[src/rtl/uart_periph_pkg.sv]
// ---------------------------------------------------------------------------
// uart_periph_pkg
// Shared definitions for the memory-mapped UART peripheral:
//   - bus addresses of the TXD / RXD / CON registers
//   - bit positions inside the CON register
//   - the state type used by both the TX and RX frame FSMs
// ---------------------------------------------------------------------------
package uart_periph_pkg;

    localparam logic [31:0] ADDR_TXD = 32'h4000_0018;
    localparam logic [31:0] ADDR_RXD = 32'h4000_001C;
    localparam logic [31:0] ADDR_CON = 32'h4000_0020;

    localparam int CON_TX_IE      = 0;
    localparam int CON_RX_IE      = 1;
    localparam int CON_TX_DONE    = 2;
    localparam int CON_RX_VALID   = 3;
    localparam int CON_TX_BUSY    = 4;
    localparam int CON_RX_OVERRUN = 5;

    typedef enum logic [1:0] {
        ST_IDLE  = 2'd0,
        ST_START = 2'd1,
        ST_DATA  = 2'd2,
        ST_STOP  = 2'd3
    } uart_state_t;

endpackage

[src/rtl/uart_rx.sv]
// ---------------------------------------------------------------------------
// uart_rx
// Receive path of the UART peripheral: two-flop synchroniser on the serial
// input, falling-edge start detection and an 8N1 frame FSM.
//
// Ports:
//   clk          system clock, rising edge
//   reset        asynchronous active-low reset
//   rx_in        raw asynchronous serial input (idle high)
//   rx_byte      last assembled data byte (valid when rx_done=1)
//   rx_done      1-cycle pulse: frame with a good stop bit completed
//   rx_frame_err 1-cycle pulse: frame ended with a low stop bit
// ---------------------------------------------------------------------------
module uart_rx
    import uart_periph_pkg::*;
#(
    parameter int CLKS_PER_BIT = 5208
)
(
    input  logic       clk,
    input  logic       reset,
    input  logic       rx_in,
    output logic [7:0] rx_byte,
    output logic       rx_done,
    output logic       rx_frame_err
);

    localparam int                CNT_W    = $clog2(CLKS_PER_BIT);
    localparam logic [CNT_W-1:0] CNT_LAST = CNT_W'(CLKS_PER_BIT - 1);
    localparam logic [CNT_W-1:0] CNT_HALF = CNT_W'(CLKS_PER_BIT / 2);

    logic [1:0]       sync_reg;
    logic             rx_prev_reg;
    logic             rx_s;
    uart_state_t      state_reg, state_next;
    logic [CNT_W-1:0] cnt_reg, cnt_next;
    logic [2:0]       bit_reg, bit_next;
    logic [7:0]       shift_reg, shift_next;

    assign rx_s = sync_reg[1];

    always_ff @(posedge clk or negedge reset) begin
        if (!reset) begin
            sync_reg    <= 2'b11;
            rx_prev_reg <= 1'b1;
            state_reg   <= ST_IDLE;
            cnt_reg     <= '0;
            bit_reg     <= '0;
            shift_reg   <= '0;
        end else begin
            sync_reg    <= {sync_reg[0], rx_in};
            rx_prev_reg <= rx_s;
            state_reg   <= state_next;
            cnt_reg     <= cnt_next;
            bit_reg     <= bit_next;
            shift_reg   <= shift_next;
        end
    end

    always_comb begin
        state_next   = state_reg;
        cnt_next     = cnt_reg;
        bit_next     = bit_reg;
        shift_next   = shift_reg;
        rx_done      = 1'b0;
        rx_frame_err = 1'b0;
        case (state_reg)
            ST_IDLE: begin
                cnt_next = '0;
                bit_next = '0;
                // Edge rather than level: a line held low after a bad frame
                // must not retrigger reception.
                if (rx_prev_reg && !rx_s) begin
                    state_next = ST_START;
                end
            end
            ST_START: begin
                if (cnt_reg == CNT_HALF) begin
                    cnt_next   = '0;
                    state_next = rx_s ? ST_IDLE : ST_DATA;
                end else begin
                    cnt_next = cnt_reg + CNT_W'(1);
                end
            end
            ST_DATA: begin
                if (cnt_reg == CNT_LAST) begin
                    cnt_next   = '0;
                    shift_next = {rx_s, shift_reg[7:1]};   // LSB arrives first
                    if (bit_reg == 3'd7) begin
                        state_next = ST_STOP;
                    end else begin
                        bit_next = bit_reg + 3'd1;
                    end
                end else begin
                    cnt_next = cnt_reg + CNT_W'(1);
                end
            end
            ST_STOP: begin
                if (cnt_reg == CNT_LAST) begin
                    cnt_next     = '0;
                    state_next   = ST_IDLE;
                    rx_done      = rx_s;
                    rx_frame_err = !rx_s;
                end else begin
                    cnt_next = cnt_reg + CNT_W'(1);
                end
            end
            default: state_next = ST_IDLE;
        endcase
    end

    assign rx_byte = shift_reg;

endmodule

[src/rtl/uart_periph.sv]
// ---------------------------------------------------------------------------
// uart_periph
// Memory-mapped 8N1 UART for the pipeline's MEM stage. Holds the TX frame
// FSM and the TXD/RXD/CON register file; reception is done in uart_rx.
//
// Ports:
//   clk      system clock, rising edge
//   reset    asynchronous active-low reset
//   rd, wr   bus read / write strobes (MemRd / MemWr)
//   addr     byte address
//   wdata    store data
//   rdata    combinational read data (0 when not selected)
//   uart_rx  serial input (asynchronous, idle high)
//   uart_tx  serial output (idle high)
//   irq      level interrupt: (tx_ie & tx_done) | (rx_ie & rx_valid)
// ---------------------------------------------------------------------------
module uart_periph
    import uart_periph_pkg::*;
#(
    parameter int CLKS_PER_BIT = 5208
)
(
    input  logic        clk,
    input  logic        reset,
    input  logic        rd,
    input  logic        wr,
    input  logic [31:0] addr,
    input  logic [31:0] wdata,
    output logic [31:0] rdata,
    input  logic        uart_rx,
    output logic        uart_tx,
    output logic        irq
);

    localparam int                CNT_W    = $clog2(CLKS_PER_BIT);
    localparam logic [CNT_W-1:0] CNT_LAST = CNT_W'(CLKS_PER_BIT - 1);

    // Bus decode
    logic txd_wr, con_wr, con_rd, rxd_rd;
    assign txd_wr = wr && (addr == ADDR_TXD);
    assign con_wr = wr && (addr == ADDR_CON);
    assign con_rd = rd && (addr == ADDR_CON);
    assign rxd_rd = rd && (addr == ADDR_RXD);

    // TX frame FSM
    uart_state_t      tx_state_reg, tx_state_next;
    logic [CNT_W-1:0] tx_cnt_reg, tx_cnt_next;
    logic [2:0]       tx_bit_reg, tx_bit_next;
    logic [7:0]       txd_reg, txd_next;
    logic             tx_finish;
    logic             tx_busy;

    always_ff @(posedge clk or negedge reset) begin
        if (!reset) begin
            tx_state_reg <= ST_IDLE;
            tx_cnt_reg   <= '0;
            tx_bit_reg   <= '0;
            txd_reg      <= '0;
        end else begin
            tx_state_reg <= tx_state_next;
            tx_cnt_reg   <= tx_cnt_next;
            tx_bit_reg   <= tx_bit_next;
            txd_reg      <= txd_next;
        end
    end

    always_comb begin
        tx_state_next = tx_state_reg;
        tx_cnt_next   = tx_cnt_reg;
        tx_bit_next   = tx_bit_reg;
        txd_next      = txd_reg;
        tx_finish     = 1'b0;
        case (tx_state_reg)
            ST_IDLE: begin
                tx_cnt_next = '0;
                tx_bit_next = '0;
                // TXD writes are only accepted here, so a write during a
                // frame is simply dropped.
                if (txd_wr) begin
                    txd_next      = wdata[7:0];
                    tx_state_next = ST_START;
                end
            end
            ST_START: begin
                if (tx_cnt_reg == CNT_LAST) begin
                    tx_cnt_next   = '0;
                    tx_state_next = ST_DATA;
                end else begin
                    tx_cnt_next = tx_cnt_reg + CNT_W'(1);
                end
            end
            ST_DATA: begin
                if (tx_cnt_reg == CNT_LAST) begin
                    tx_cnt_next = '0;
                    if (tx_bit_reg == 3'd7) begin
                        tx_state_next = ST_STOP;
                    end else begin
                        tx_bit_next = tx_bit_reg + 3'd1;
                    end
                end else begin
                    tx_cnt_next = tx_cnt_reg + CNT_W'(1);
                end
            end
            ST_STOP: begin
                if (tx_cnt_reg == CNT_LAST) begin
                    tx_cnt_next   = '0;
                    tx_state_next = ST_IDLE;
                    tx_finish     = 1'b1;
                end else begin
                    tx_cnt_next = tx_cnt_reg + CNT_W'(1);
                end
            end
            default: tx_state_next = ST_IDLE;
        endcase
    end

    assign tx_busy = (tx_state_reg != ST_IDLE);

    // Line driven straight from state so reset forces it high immediately.
    always_comb begin
        uart_tx = 1'b1;
        case (tx_state_reg)
            ST_START: uart_tx = 1'b0;
            ST_DATA:  uart_tx = txd_reg[tx_bit_reg];
            default:  uart_tx = 1'b1;
        endcase
    end

    // RX path
    logic [7:0] rx_byte;
    logic       rx_done;
    logic       rx_frame_err;

    uart_rx #(
        .CLKS_PER_BIT (CLKS_PER_BIT)
    ) u_rx (
        .clk          (clk),
        .reset        (reset),
        .rx_in        (uart_rx),
        .rx_byte      (rx_byte),
        .rx_done      (rx_done),
        .rx_frame_err (rx_frame_err)
    );

    // Register file / status flags. In every flag, the set event has
    // priority over a coincident clear-on-read.
    logic       tx_ie_reg, rx_ie_reg;
    logic       tx_done_reg, rx_valid_reg, rx_overrun_reg;
    logic [7:0] rxd_reg;

    always_ff @(posedge clk or negedge reset) begin
        if (!reset) begin
            tx_ie_reg      <= 1'b0;
            rx_ie_reg      <= 1'b0;
            tx_done_reg    <= 1'b0;
            rx_valid_reg   <= 1'b0;
            rx_overrun_reg <= 1'b0;
            rxd_reg        <= '0;
        end else begin
            if (con_wr) begin
                tx_ie_reg <= wdata[CON_TX_IE];
                rx_ie_reg <= wdata[CON_RX_IE];
            end

            if (tx_finish) begin
                tx_done_reg <= 1'b1;
            end else if (con_rd) begin
                tx_done_reg <= 1'b0;
            end

            if (rx_done) begin
                rxd_reg      <= rx_byte;
                rx_valid_reg <= 1'b1;
            end else if (rxd_rd) begin
                rx_valid_reg <= 1'b0;
            end

            // An RXD read in the completion cycle consumes the old byte,
            // so the new one is not an overrun.
            if (rx_done && rx_valid_reg && !rxd_rd) begin
                rx_overrun_reg <= 1'b1;
            end else if (con_rd) begin
                rx_overrun_reg <= 1'b0;
            end
        end
    end

    logic [31:0] con_value;
    always_comb begin
        con_value                 = '0;
        con_value[CON_TX_IE]      = tx_ie_reg;
        con_value[CON_RX_IE]      = rx_ie_reg;
        con_value[CON_TX_DONE]    = tx_done_reg;
        con_value[CON_RX_VALID]   = rx_valid_reg;
        con_value[CON_TX_BUSY]    = tx_busy;
        con_value[CON_RX_OVERRUN] = rx_overrun_reg;
    end

    always_comb begin
        rdata = '0;
        if (rd) begin
            if (addr == ADDR_RXD) begin
                rdata = {24'h0, rxd_reg};
            end else if (addr == ADDR_CON) begin
                rdata = con_value;
            end
        end
    end

    assign irq = (tx_ie_reg & tx_done_reg) | (rx_ie_reg & rx_valid_reg);

    // Upper store-data bits and frame errors have no effect on any state.
    logic unused_bits;
    assign unused_bits = &{1'b0, wdata[31:8], rx_frame_err};

endmodule

[config.mk]
export PLATFORM = sky130hd
export DESIGN_NAME = uart_periph
export DESIGN_NICKNAME = d
export VERILOG_FILES = /design/src/rtl/uart_periph_pkg.sv /design/src/rtl/uart_rx.sv /design/src/rtl/uart_periph.sv
export SDC_FILE = /design/constraint.sdc
export NUM_CORES = 1
export LEC_CHECK = 0
export BUFFER_PORTS_ARGS = -buffer_cell sky130_fd_sc_hd__buf_2
export CAP_MARGIN = 20
export CORE_MARGIN = 3
export CORE_UTILIZATION = 56
export CTS_CLUSTER_SIZE = 20
export DETAILED_ROUTE_END_ITERATION = 12
export PLACE_DENSITY = 0.85
export SLEW_MARGIN = 20
export SYNTH_ARGS = -nofsm -noshare
export SYNTH_HDL_FRONTEND = slang
export SYNTH_SLANG_ARGS = --single-unit
[constraint.sdc]
create_clock -name clk -period 5.9 [get_ports clk]
set_clock_uncertainty 0.15 [all_clocks]
set_input_delay 1.18 -clock clk [delete_from_list [all_inputs] [get_ports clk]]
set_output_delay 1.18 -clock clk [all_outputs]
set_load 0.03 [all_outputs]
==> results_dict.tcl <==
set metrics [dict create \
    finalSetupViolCount 0 \
    avgSynthCellArea_sq_um 10.66 \
    ir_drop_uv 215.4 \
    slew_viol_final 0 \
    layout-drive-gt1-share 0.2921 \
    ys_types 48 \
    dr.pass1.iters 4 \
    dp.cells 462 \
    die_h_um 86.58 \
    clk_pin_slew_ns 0.08 \
    slew_headroom 0.4100 \
    reg2reg_depth 6 \
    hpwl_um 5153 \
    core_sq_mm 0.006096 \
    syn_to_final_growth_pct 12.29 \
    io_pins 103 \
    grt_pass1_wl_um 11880 \
    finalCritPeriodShare 0.7803 \
    grt_pass1_vias 2663 \
    yosysTopAreaCellShare 0.4474 \
    final_common_cell "dfrtp_1" \
    hold_end "u_rx.sync_reg[1]" \
    synth-edff-count 0 \
    place_ws_ns 1.306 \
    drc_errors 0 \
    gr-total-overflow 0 \
    vias 2614 \
    wire_per_inst_um 14.59 \
    gr-usage-all-layers 0.2034 \
    critPathKind "input pin to primary output" \
    place.gp.congestion 0.8955 \
    worstSetupStartpointType "input pin" \
    async_flop_share 1.000 \
    timing.final.hold_violations 0 \
    nets 481 \
    n_fill_cell 456 \
    place_area_sq_mm 0.003871 \
    drt-total-wl_um 6989 \
    synth_top_area_cell "dfrtp_1" \
    status "complete, no violations" \
    cp_max_fo 10 \
    cts-root-buf "clkbuf_8" \
    htreeDepth 3 \
    synthTopCellsByArea "dfrtp_1 45%, mux2_2 8.7%, buf_4 5.0%" \
    io_buffers 54 \
    ff2ff_setup_slack_ns 3.25 \
    period_needed_ns 4.604 \
    worst_slack_ns 1.296 \
    grt_max_degree 69 \
    layout_common_cells "65 x dfrtp_1, 54 x buf_2, 47 x nor2_1" \
    initial_utilization 0.5965 \
    hold_buffers 0 \
    ctsResizeCount 0 \
    cts_tree "yes" \
    numClockSinks 68 \
    drt_iter0_drc 129 \
    diodes 0 \
    yosysWarnings 0 \
    netlist_area_sq_mm 0.003636 \
    syn-instance-count 341 \
    ys.flop_type "dfrtp_1" \
    tightest_slew_ns 0.8769 \
    drv_cap 0 \
    dieArea_sq_mm 0.007496 \
    drt.antenna.violating_nets 0 \
    grt_antenna_before_repair 0 \
    ys_ff_latch 68 \
    clock_path_buffers 2 \
    final_area_sq_mm 0.004083 \
    die_w_um 86.58 \
    tns_ns 0 \
    p_per_area_mw_per_mm2 227.8 \
    holdPathStages 0 \
    ys_seq_area_frac 0.4690 \
    clk-insertion-delay-late_ns 0.35 \
    required_ns 4.57 \
    rows 28 \
    reg2reg_to "tx_bit_reg[2]" \
    reg2reg_from "tx_cnt_reg[0]" \
    cts_setup_buffers 0 \
    cts_buffers 9 \
    hp-class "register to register" \
    final_cells 479 \
    worst_setup_path_end_kind "primary output" \
    arrival_ns 3.27 \
    worstHoldStart "u_rx.sync_reg[0]" \
    rsz0062_at_grt "no" \
    p_leak_uw 0.001992 \
    vias_per_cell 5.457 \
    clock.fmax_mhz 217.2 \
]
[cells in the mapped netlist, drive strengths merged, types with 6 or more instances]
| cell | count |
|---|---|
| dfrtp | 65 |
| nor2 | 47 |
| mux2 | 29 |
| buf | 27 |
| nand2 | 20 |
| inv | 14 |
| ha | 13 |
| xor2 | 13 |
| nand3 | 12 |
| nand4 | 10 |
| nor4 | 10 |
| xnor2 | 8 |
| a21oi | 7 |
| a22o | 7 |
| nor3 | 7 |
| clkbuf | 6 |
| o21ai | 6 |
[per-layer routing]
layer  up-vias  wire length, um  global-route usage
met3        10              258             0.05989
met4         0               85             0.06232
met1      1292             2970              0.2392
met5         -                0                   0
met2        52             3675              0.3581
li1       1260                -                   -
[stage by stage]
step	total power [uW]	utilization	hold slack, ns
floorplan	526.4	-	0.1952
global placement	541.2	0.6351	0.1963
detailed placement	543.4	0.6351	0.2048
CTS	939.0	0.6685	0.2129
global route	966.6	0.6697	0.2167
finish	930.1	0.6697	0.2148
[worst max-delay path, stage by stage]
cell and delay (ns):
buf_2 0.11, nor4b_2 0.34, nand4_2 0.20, or4_4 0.60, or2_0 0.41, a21oi_1 0.21
buf_2 0.22
[final cells by class]
| class | count | area [sq um] | share of cell area |
|---|---|---|---|
| well taps | 75 | 93.84 | 0.02298 |
| multi-input cells | 249 | 1734 | 0.4248 |
| inverters | 14 | 52.55 | 0.01287 |
| flip-flops and latches | 68 | 1705 | 0.4177 |
| repair buffers | 57 | 292.8 | 0.07171 |
| clock buffers | 9 | 123.9 | 0.03034 |
| clock inverters | 7 | 80.08 | 0.01961 |
[cells by family (layout without fill, tap and decap cells)]
logic type	count (synthesis)	in the layout	share of synthesized area
buf+inv	47	87	0.07777
other cells	1	24	0.001031
simple gates	130	130	0.1944
xor+xnor	21	21	0.05059
flops	68	68	0.4690
fa+ha+maj	13	13	0.04474
mux	35	35	0.1132
compound gates	26	26	0.04921
[worst max path at each step]
stage,from,to,slack [ns]
after floorplan,addr[7],rdata[0],1.45
after global routing,addr[7],rdata[0],1.12
after global placement,addr[24],rdata[5],1.36
final,addr[7],rdata[1],1.30
after detailed placement,addr[7],rdata[1],1.31
after CTS,addr[7],rdata[1],1.29
[power by group]
part	switching, uW	internal [uW]
Sequential	5.26	469
Combinational	43.4	17.4
Clock	194	201
Total	242	688
Power figures use the tool's default switching activity.
